$ cat config.mk
export PLATFORM = sky130hd
export DESIGN_NAME = trace_frame_tx
export DESIGN_NICKNAME = d
export VERILOG_FILES = /design/src/rtl/trace_pkg.sv /design/src/rtl/trace_ram.sv /design/src/rtl/trace_frame_tx.sv
export SDC_FILE = /design/constraint.sdc
export NUM_CORES = 2
export LEC_CHECK = 0
export BUFFER_PORTS_ARGS = -buffer_cell sky130_fd_sc_hd__buf_2
export CAP_MARGIN = 10
export CELL_PAD_IN_SITES_DETAIL_PLACEMENT = 0
export CELL_PAD_IN_SITES_GLOBAL_PLACEMENT = 1
export CORE_ASPECT_RATIO = 1.75
export CORE_MARGIN = 5
export CORE_UTILIZATION = 45
export DETAILED_ROUTE_END_ITERATION = 10
export PLACE_DENSITY_LB_ADDON = 0.1
export SLEW_MARGIN = 20
export SYNTH_ARGS = -nofsm -noshare
export SYNTH_HDL_FRONTEND = slang
export SYNTH_SLANG_ARGS = --single-unit
export TNS_END_PERCENT = 5
$ cat constraint.sdc
create_clock -name clk -period 4.6 [get_ports clk]
set_input_delay 0.46 -clock clk [delete_from_list [all_inputs] [get_ports clk]]
set_output_delay 0.46 -clock clk [all_outputs]
set_load 0.01 [all_outputs]
$ cat src/rtl/trace_pkg.sv
// rtl/trace_pkg.sv - shared constants, state encoding and sample coding for the trace framer
package trace_pkg;

    localparam logic [7:0] SYNC0    = 8'hA5;
    localparam logic [7:0] SYNC1    = 8'h5A;
    localparam logic [7:0] MARK_VAL = 8'hFF;
    localparam int         HDR_LEN  = 4;

    typedef enum logic [2:0] {
        IDLE,
        CAPTURE,
        SEND_HDR,
        SEND_DATA,
        SEND_CSUM,
        WAIT
    } state_t;

    // MARK_VAL is reserved for markers, so a data sample that collides is nudged down by one
    function automatic logic [7:0] store_val(input logic mark, input logic [7:0] data);
        if (mark)
            return MARK_VAL;
        else if (data == MARK_VAL)
            return MARK_VAL - 8'd1;
        else
            return data;
    endfunction

endpackage

$ cat src/rtl/trace_ram.sv
// rtl/trace_ram.sv - DEPTH x 8 simple dual-port sample buffer with registered read
module trace_ram #(
    parameter int DEPTH = 512,
    parameter int AW    = 9
) (
    input  logic          clk,
    input  logic          we,
    input  logic [AW-1:0] waddr,
    input  logic [7:0]    wdata,
    input  logic [AW-1:0] raddr,
    output logic [7:0]    rdata
);

    logic [7:0] mem [DEPTH];

    always_ff @(posedge clk) begin
        if (we)
            mem[waddr] <= wdata;
        rdata <= mem[raddr];
    end

endmodule

$ cat src/rtl/trace_frame_tx.sv
// rtl/trace_frame_tx.sv - captures one trace of coded samples and sends it as a framed packet
module trace_frame_tx
    import trace_pkg::*;
#(
    parameter int DEPTH = 512,
    parameter int AW    = 9
) (
    input  logic       clk,
    input  logic       rstn,
    input  logic       arm,
    input  logic       mark,
    input  logic       smp_valid,
    input  logic [7:0] smp_data,
    output logic       busy,
    output logic       arm_drop,
    output logic       frame_done,
    output logic       tx_dv,
    output logic [7:0] tx_byte,
    input  logic       tx_done
);

    localparam logic [15:0]   LEN      = 16'(DEPTH);
    localparam logic [15:0]   LAST_IDX = 16'(DEPTH + HDR_LEN);
    localparam logic [15:0]   DATA_IDX = 16'(HDR_LEN);
    localparam logic [AW-1:0] WLAST    = AW'(DEPTH - 1);

    state_t        state;
    logic [AW-1:0] wptr;
    logic [AW-1:0] rptr;
    logic [15:0]   bcnt;
    logic [7:0]    csum;
    logic [7:0]    rd_data;
    logic          we;
    logic [7:0]    wdata;

    logic [15:0]   nxt_idx;
    logic [7:0]    nxt_byte;
    state_t        nxt_state;
    logic          nxt_in_sum;
    logic          nxt_is_data;

    assign we    = (state == CAPTURE) && smp_valid;
    assign wdata = store_val(mark, smp_data);

    trace_ram #(
        .DEPTH (DEPTH),
        .AW    (AW)
    ) u_ram (
        .clk   (clk),
        .we    (we),
        .waddr (wptr),
        .wdata (wdata),
        .raddr (rptr),
        .rdata (rd_data)
    );

    // Byte index within the frame: 0..3 header, 4..DEPTH+3 samples, DEPTH+4 checksum
    always_comb begin
        nxt_idx     = bcnt + 16'd1;
        nxt_byte    = rd_data;
        nxt_state   = SEND_DATA;
        nxt_in_sum  = (nxt_idx >= 16'd2) && (nxt_idx < LAST_IDX);
        nxt_is_data = (nxt_idx >= DATA_IDX) && (nxt_idx < LAST_IDX);
        if (nxt_idx == 16'd1) begin
            nxt_byte  = SYNC1;
            nxt_state = SEND_HDR;
        end else if (nxt_idx == 16'd2) begin
            nxt_byte  = LEN[15:8];
            nxt_state = SEND_HDR;
        end else if (nxt_idx == 16'd3) begin
            nxt_byte  = LEN[7:0];
            nxt_state = SEND_HDR;
        end else if (nxt_idx == LAST_IDX) begin
            nxt_byte  = csum;
            nxt_state = SEND_CSUM;
        end
    end

    // SEND_* mark the cycle tx_dv is high; tx_done there is too early to be real and is ignored
    always_ff @(posedge clk or negedge rstn) begin
        if (!rstn) begin
            state      <= IDLE;
            wptr       <= '0;
            rptr       <= '0;
            bcnt       <= '0;
            csum       <= '0;
            busy       <= 1'b0;
            arm_drop   <= 1'b0;
            frame_done <= 1'b0;
            tx_dv      <= 1'b0;
            tx_byte    <= '0;
        end else begin
            tx_dv      <= 1'b0;
            arm_drop   <= 1'b0;
            frame_done <= 1'b0;
            if (arm && (state != IDLE || frame_done))
                arm_drop <= 1'b1;
            case (state)
                IDLE: begin
                    if (arm && !frame_done) begin
                        state <= CAPTURE;
                        busy  <= 1'b1;
                        wptr  <= '0;
                    end
                end
                CAPTURE: begin
                    if (smp_valid) begin
                        wptr <= wptr + 1'b1;
                        if (wptr == WLAST) begin
                            state   <= SEND_HDR;
                            tx_dv   <= 1'b1;
                            tx_byte <= SYNC0;
                            bcnt    <= '0;
                            csum    <= '0;
                            rptr    <= '0;
                        end
                    end
                end
                SEND_HDR, SEND_DATA, SEND_CSUM: begin
                    state <= WAIT;
                end
                WAIT: begin
                    if (tx_done) begin
                        if (bcnt == LAST_IDX) begin
                            frame_done <= 1'b1;
                            busy       <= 1'b0;
                            state      <= IDLE;
                        end else begin
                            bcnt    <= nxt_idx;
                            tx_dv   <= 1'b1;
                            tx_byte <= nxt_byte;
                            state   <= nxt_state;
                            if (nxt_in_sum)
                                csum <= csum + nxt_byte;
                            // advancing here gives the RAM the whole WAIT to prefetch the next sample
                            if (nxt_is_data)
                                rptr <= rptr + 1'b1;
                        end
                    end
                end
                default: state <= IDLE;
            endcase
        end
    end

endmodule
After elaboration in Yosys (flattened, before gate mapping)

Memory sizes are Yosys's and may differ from the RTL's. A register that Yosys moved wholly into a read port is not among the register bits.
Cells that the tools add are included.

Multiplexer cells: 56
$lt $le $gt $ge: 3
$add $sub $neg: 4
Reductions and logical operators: 19
Eq/ne operators: 20

Operators with widths:

| kind                  | count |
|---|---|
| $mux 8                | 15 |
| $mux 16               | 4 |
| $mux 9                | 7 |
| $pmux 9 s2            | 2 |
| $eq 16x10->1 const B  | 2 |
| $eq 16x2->1 const B   | 2 |
| $pmux 16 s2           | 1 |
| $pmux 8 s2            | 2 |
| $mux 3                | 9 |
| $add 9x1->9 const B   | 2 |
| $add 16x1->16 const B | 1 |
| $eq 16x1->1 const B   | 1 |
| $ge 16x2->1 const B   | 1 |
| $ge 16x3->1 const B   | 1 |
| $lt 16x10->1 const B  | 1 |
| $ne 2x2->1 const B    | 7 |
| $mux 1                | 13 |
| $pmux 3 s4            | 1 |
| $reduce_and 6->1      | 2 |
| $eq 9x9->1 const B    | 1 |
| $add 8x8->8           | 1 |
| $eq 8x8->1 const B    | 1 |
| $reduce_and 4->1      | 2 |
| $eq 3x2->1 const B    | 2 |
| 13 further kinds      | 21 |

Memories: 1
Memory bits (writable): 4096
Input port bits: 14
Flip-flop bits (word level): 57
Output and inout port bits: 12
Word-level logic and storage cells: 113

Memories:

| name      | depth | width | read ports | clocked after Yosys merged registers in | write ports | line            | text |
|---|---|---|---|---|---|---|---|
| u_ram.mem | 512   | 8     | 1          | 1                                       | 1           | trace_ram.sv:14 | `logic [7:0] mem [DEPTH];` |

Logic depth before layout (Yosys ltp)

Depth after elaboration: 11
Mapped depth: 22
Mapped depth without buffers: 19

By module

From an unflattened synthesis, not the netlist that was laid out.

Cell total of the unflattened synthesis: 8483
Area, all modules: 163794.6 um^2

Modules (own cells, without submodules):

| module         | cells each | area an instance (um^2) | sequential area each (um^2) | times used |
|---|---|---|---|---|
| trace_ram      | 8030       | 159927.1                | 123158.1                    | 1 |
| trace_frame_tx | 453        | 3867.5                  | 1426.4                      | 1 |

Least setup slack after synthesis

Ideal clock, no wire load.

Kind: input-to-reg
Start: input port mark
End: memory u_ram.mem[0][0] (data pin)
Slack: -4257 ps
Data required time: 2993 ps
Setup time: 1607 ps
Arrival time: 7250 ps
Cell stages on the path: 1
Path buffers: 0
Cell sequence: nand2b_1

Word-level cells in the longest chain between the ends: 1

RTL lines:

| item        | line                 | text |
|---|---|---|
| from (decl) | trace_frame_tx.sv:11 | `input logic mark,` |
| $mux 8      | trace_pkg.sv:20      | `if (mark)` |
| to (decl)   | trace_ram.sv:14      |  |

Every way passes these cells.

==> impl_metrics.sql <==
INSERT INTO impl_metrics (metric_group, metric, value, unit) VALUES
('outcome', 'result_of_the_run', 'finished clean', ''),
('min_path', 'whs_endpoint', 'u_ram.mem[441][2]', ''),
('synthesis', 'synthesis.area', '162000', 'sq um'),
('route', 'wl_per_cell', '37.9', 'um'),
('clock_tree', 'cts_buffers', '377', ''),
('worst_setup_path', 'cp_num_buf_inv', '1', ''),
('power_and_ir_drop', 'seq_power_share', '0.480', ''),
('power_and_ir_drop', 'power.switching', '22.1', 'mW'),
('place', 'place_ws', '0.135', 'ns'),
('timing', 'highest_clock_frequency_the_design_can_meet', '225', 'MHz'),
('worst_setup_path', 'worst_setup_path_start_kind', 'flop', ''),
('clock_tree', 'clkSlewWorstSetupHoldPaths', '0.07', 'ns'),
('timing', 'rsz_0062_raised_after_global_routing', 'false', ''),
('grt', 'number_of_global_route_vias_before_repair', '83500', ''),
('floorplan', 'die_width', '464', 'um'),
('place', 'gp_congestion', '0.830', ''),
('worst_setup_path', 'critPathSlowestCell', 'sky130_fd_sc_hd__dfrtp_4', ''),
('power_and_ir_drop', 'powerDensity', '479', 'nW/um^2'),
('clock_tree', 'cts_tree', 'done', ''),
('synthesis', 'postSynth.asyncResetShare', '0.0137', ''),
('grt', 'grt_max_degree', '165', ''),
('clock_tree', 'cts_num_sinks', '4161', ''),
('synthesis', 'yosysTopAreaCell', 'sky130_fd_sc_hd__edfxtp_1', ''),
('synthesis', 'share_of_the_synthesized_area_in_the_top_cell_type', '0.759', ''),
('worst_setup_path', 'r2r_cells', '8', ''),
('route', 'post-route-drc-count', '0', ''),
('timing', 'finalHoldViolations', '0', ''),
('timing', 'final_min_period_over_clock_period', '0.964', ''),
('worst_setup_path', 'startpoint', 'rptr[0]', ''),
('min_path', 'worst_hold_startpoint', 'mark', ''),
('power_and_ir_drop', 'ir_worst_vdd', '0.000297', 'V'),
('power_and_ir_drop', 'internal_power', '65.9', 'mW'),
('route', 'ant_nets', '0', ''),
('cells_and_area', 'nNetsFinal', '8006', ''),
('timing', 'slew-limit-headroom', '0.266', ''),
('synthesis', 'synth_seq_cells', '4161', ''),
('worst_setup_path', 'arrival_time_at_the_worst_endpoint', '5.24', 'ns'),
('timing', 'post_route_clock_skew', '0.0568', 'ns'),
('synthesis', 'synthDistinctLibCells', '78', ''),
('worst_setup_path', 'worst_r2r_end', 'u_ram.rdata[0]', ''),
('synthesis', 'synth-edff-count', '4096', ''),
('route', 'detail_route.vias_per_cell', '6.13', ''),
('floorplan', 'die_area', '373000', 'sq um'),
('worst_setup_path', 'crit_path_max_incr_delay', '0.90', 'ns'),
('synthesis', 'post_synth_inst_count', '7469', ''),
('floorplan', 'dieHeight', '804', 'um'),
('worst_setup_path', 'timing.critical_path.max_delay_family', 'compound AO/OA/AOI/OAI gates', ''),
('worst_setup_path', 'path_class', 'reg -> reg', ''),
('synthesis', 'total_nets_after_synthesis', '7503', ''),
('timing', 'fin_ws', '0.164', 'ns'),
('timing', 'fin_setup_tns', '0', 'ns'),
('floorplan', 'initial_utilization', '0.451', ''),
('power_and_ir_drop', 'sw_frac_of_total', '0.251', ''),
('floorplan', 'num_rows', '291', ''),
('clock_tree', 'cts.path.max_buffers', '4', ''),
('timing', 'timing.final.max_slew_violations', '0', ''),
('worst_setup_path', 'worst_path_most_repeated_cell', 'sky130_fd_sc_hd__a21oi_1', ''),
('grt', 'grt_util_all_layers', '0.262', ''),
('place', 'detailed_place_hpwl', '319000', 'um'),
('cells_and_area', 'final_core_utilization', '0.512', ''),
('clock_tree', 'cts_max_level', '5', ''),
('worst_setup_path', 'critical_path.endpoint_type', 'flop', ''),
('power_and_ir_drop', 'clockPowerShare', '0.366', ''),
('min_path', 'min-delay-path-class', 'in -> reg', ''),
('place', 'io_buffers', '25', ''),
('grt', 'grt_first_pass_wirelength', '684000', 'um'),
('floorplan', 'design.core.area', '359000', 'sq um'),
('route', 'via_count', '79600', ''),
('min_path', 'worst_hold_path.num_cells', '2', ''),
('route', 'postRouteWirelength', '492000', 'um'),
('synthesis', 'synth-warning-count', '0', '');
Yosys cell counts (all sizes together) (26+ instances only):
| master | number |
|---|---|
| edfxtp | 4096 |
| mux4 | 1113 |
| nor2 | 576 |
| buf | 253 |
| clkbuf | 216 |
| mux2i | 183 |
| nand2 | 179 |
| a21oi | 111 |
| a22oi | 102 |
| o21ai | 82 |
| dfrtp | 57 |
| nand3 | 46 |
| nor3 | 43 |
| o22ai | 31 |
| o221ai | 26 |
cell families after synthesis:
family,synth area share
buf+inv,0.0152
simple gates,0.0256
xor+xnor,0.00119
flops,0.769
fa+ha+maj,0.00159
compound gates,0.0210
mux,0.167
state kept, by name, summed over array words and instances, names as in the netlist, 3 cells and up:
register / count
u_ram.rdata: 8
rptr: 9
tx_byte: 8
state: 3
bcnt: 16
u_ram.mem: 4096
wptr: 9
csum: 8
layout make-up:
class / instances / area (sq um)
fill: 28300 / 175000
sequential: 4161 / 125000
timing repair buffer: 593 / 5610
multi-input combinational: 2822 / 35300
tap: 4688 / 5870
antenna: 20 / 50.0
clock buffer: 466 / 9990
inverter: 17 / 71.3
clock inverter: 216 / 2310
repair_timing:
item	4_1_cts	5_1_grt
endpoints found under the hold margin	31	0
hold buffers	4	0
endpoints found under the setup margin	0	1
resized for setup	0	6
per-layer routing:
layer,vias up,global-route usage,part of all wire
li1,32300,-,-
met1,43800,0.314,0.36
met2,2753,0.473,0.53
met3,746,0.0351,0.051
met4,6,0.117,0.053
met5,-,0,0.000083
how the worst max path moves through the flow:
stage,to,slack [ns]
finish,u_ram.rdata[0],0.16
global route,csum[7],0.01
CTS,csum[7],0.09
detailed placement,csum[7],0.13
global placement,u_ram.rdata[5],-0.65
floorplan,u_ram.mem[0][1],-0.19
placed cells by master, fill, tap and decap left out, drive strengths merged, types with 22 or more instances in the layout:
cell and instances:
a21oi 111, a22oi 102, buf 589, bufinv 47, clkbuf 466, clkinv 146
dfrtp 57, edfxtp 4096, inv 23, mux2i 183, mux4 1113, nand2 179
nand3 46, nor2 576, nor3 43, nor4 22, o21ai 82, o221ai 26
o22ai 31
power groups by stage:
| stage | Clock (mW) | Sequential (mW) | Combinational, mW |
|---|---|---|---|
| 2_1_floorplan | 0 | 43.0 | 8.65 |
| 3_3_place_gp | 0 | 43.0 | 13.9 |
| 3_5_place_dp | 0 | 43.0 | 13.9 |
| 4_1_cts | 32.8 | 42.2 | 14.0 |
| 5_1_grt | 34.2 | 42.2 | 14.3 |
| 6_report | 32.2 | 42.2 | 13.6 |
per-stage QoR:
step	instances	hold WS [ns]	total power, mW	cell area, sq um
floorplan	7469	0.164	51.6	162000
global placement	12300	0.496	56.9	171000
detailed placement	12300	0.509	56.9	171000
CTS	13000	0.0666	88.9	184000
global route	13000	0.128	90.8	184000
finish	13000	0.143	88.0	184000
Note: power is estimated with default switching activity, not from simulation.
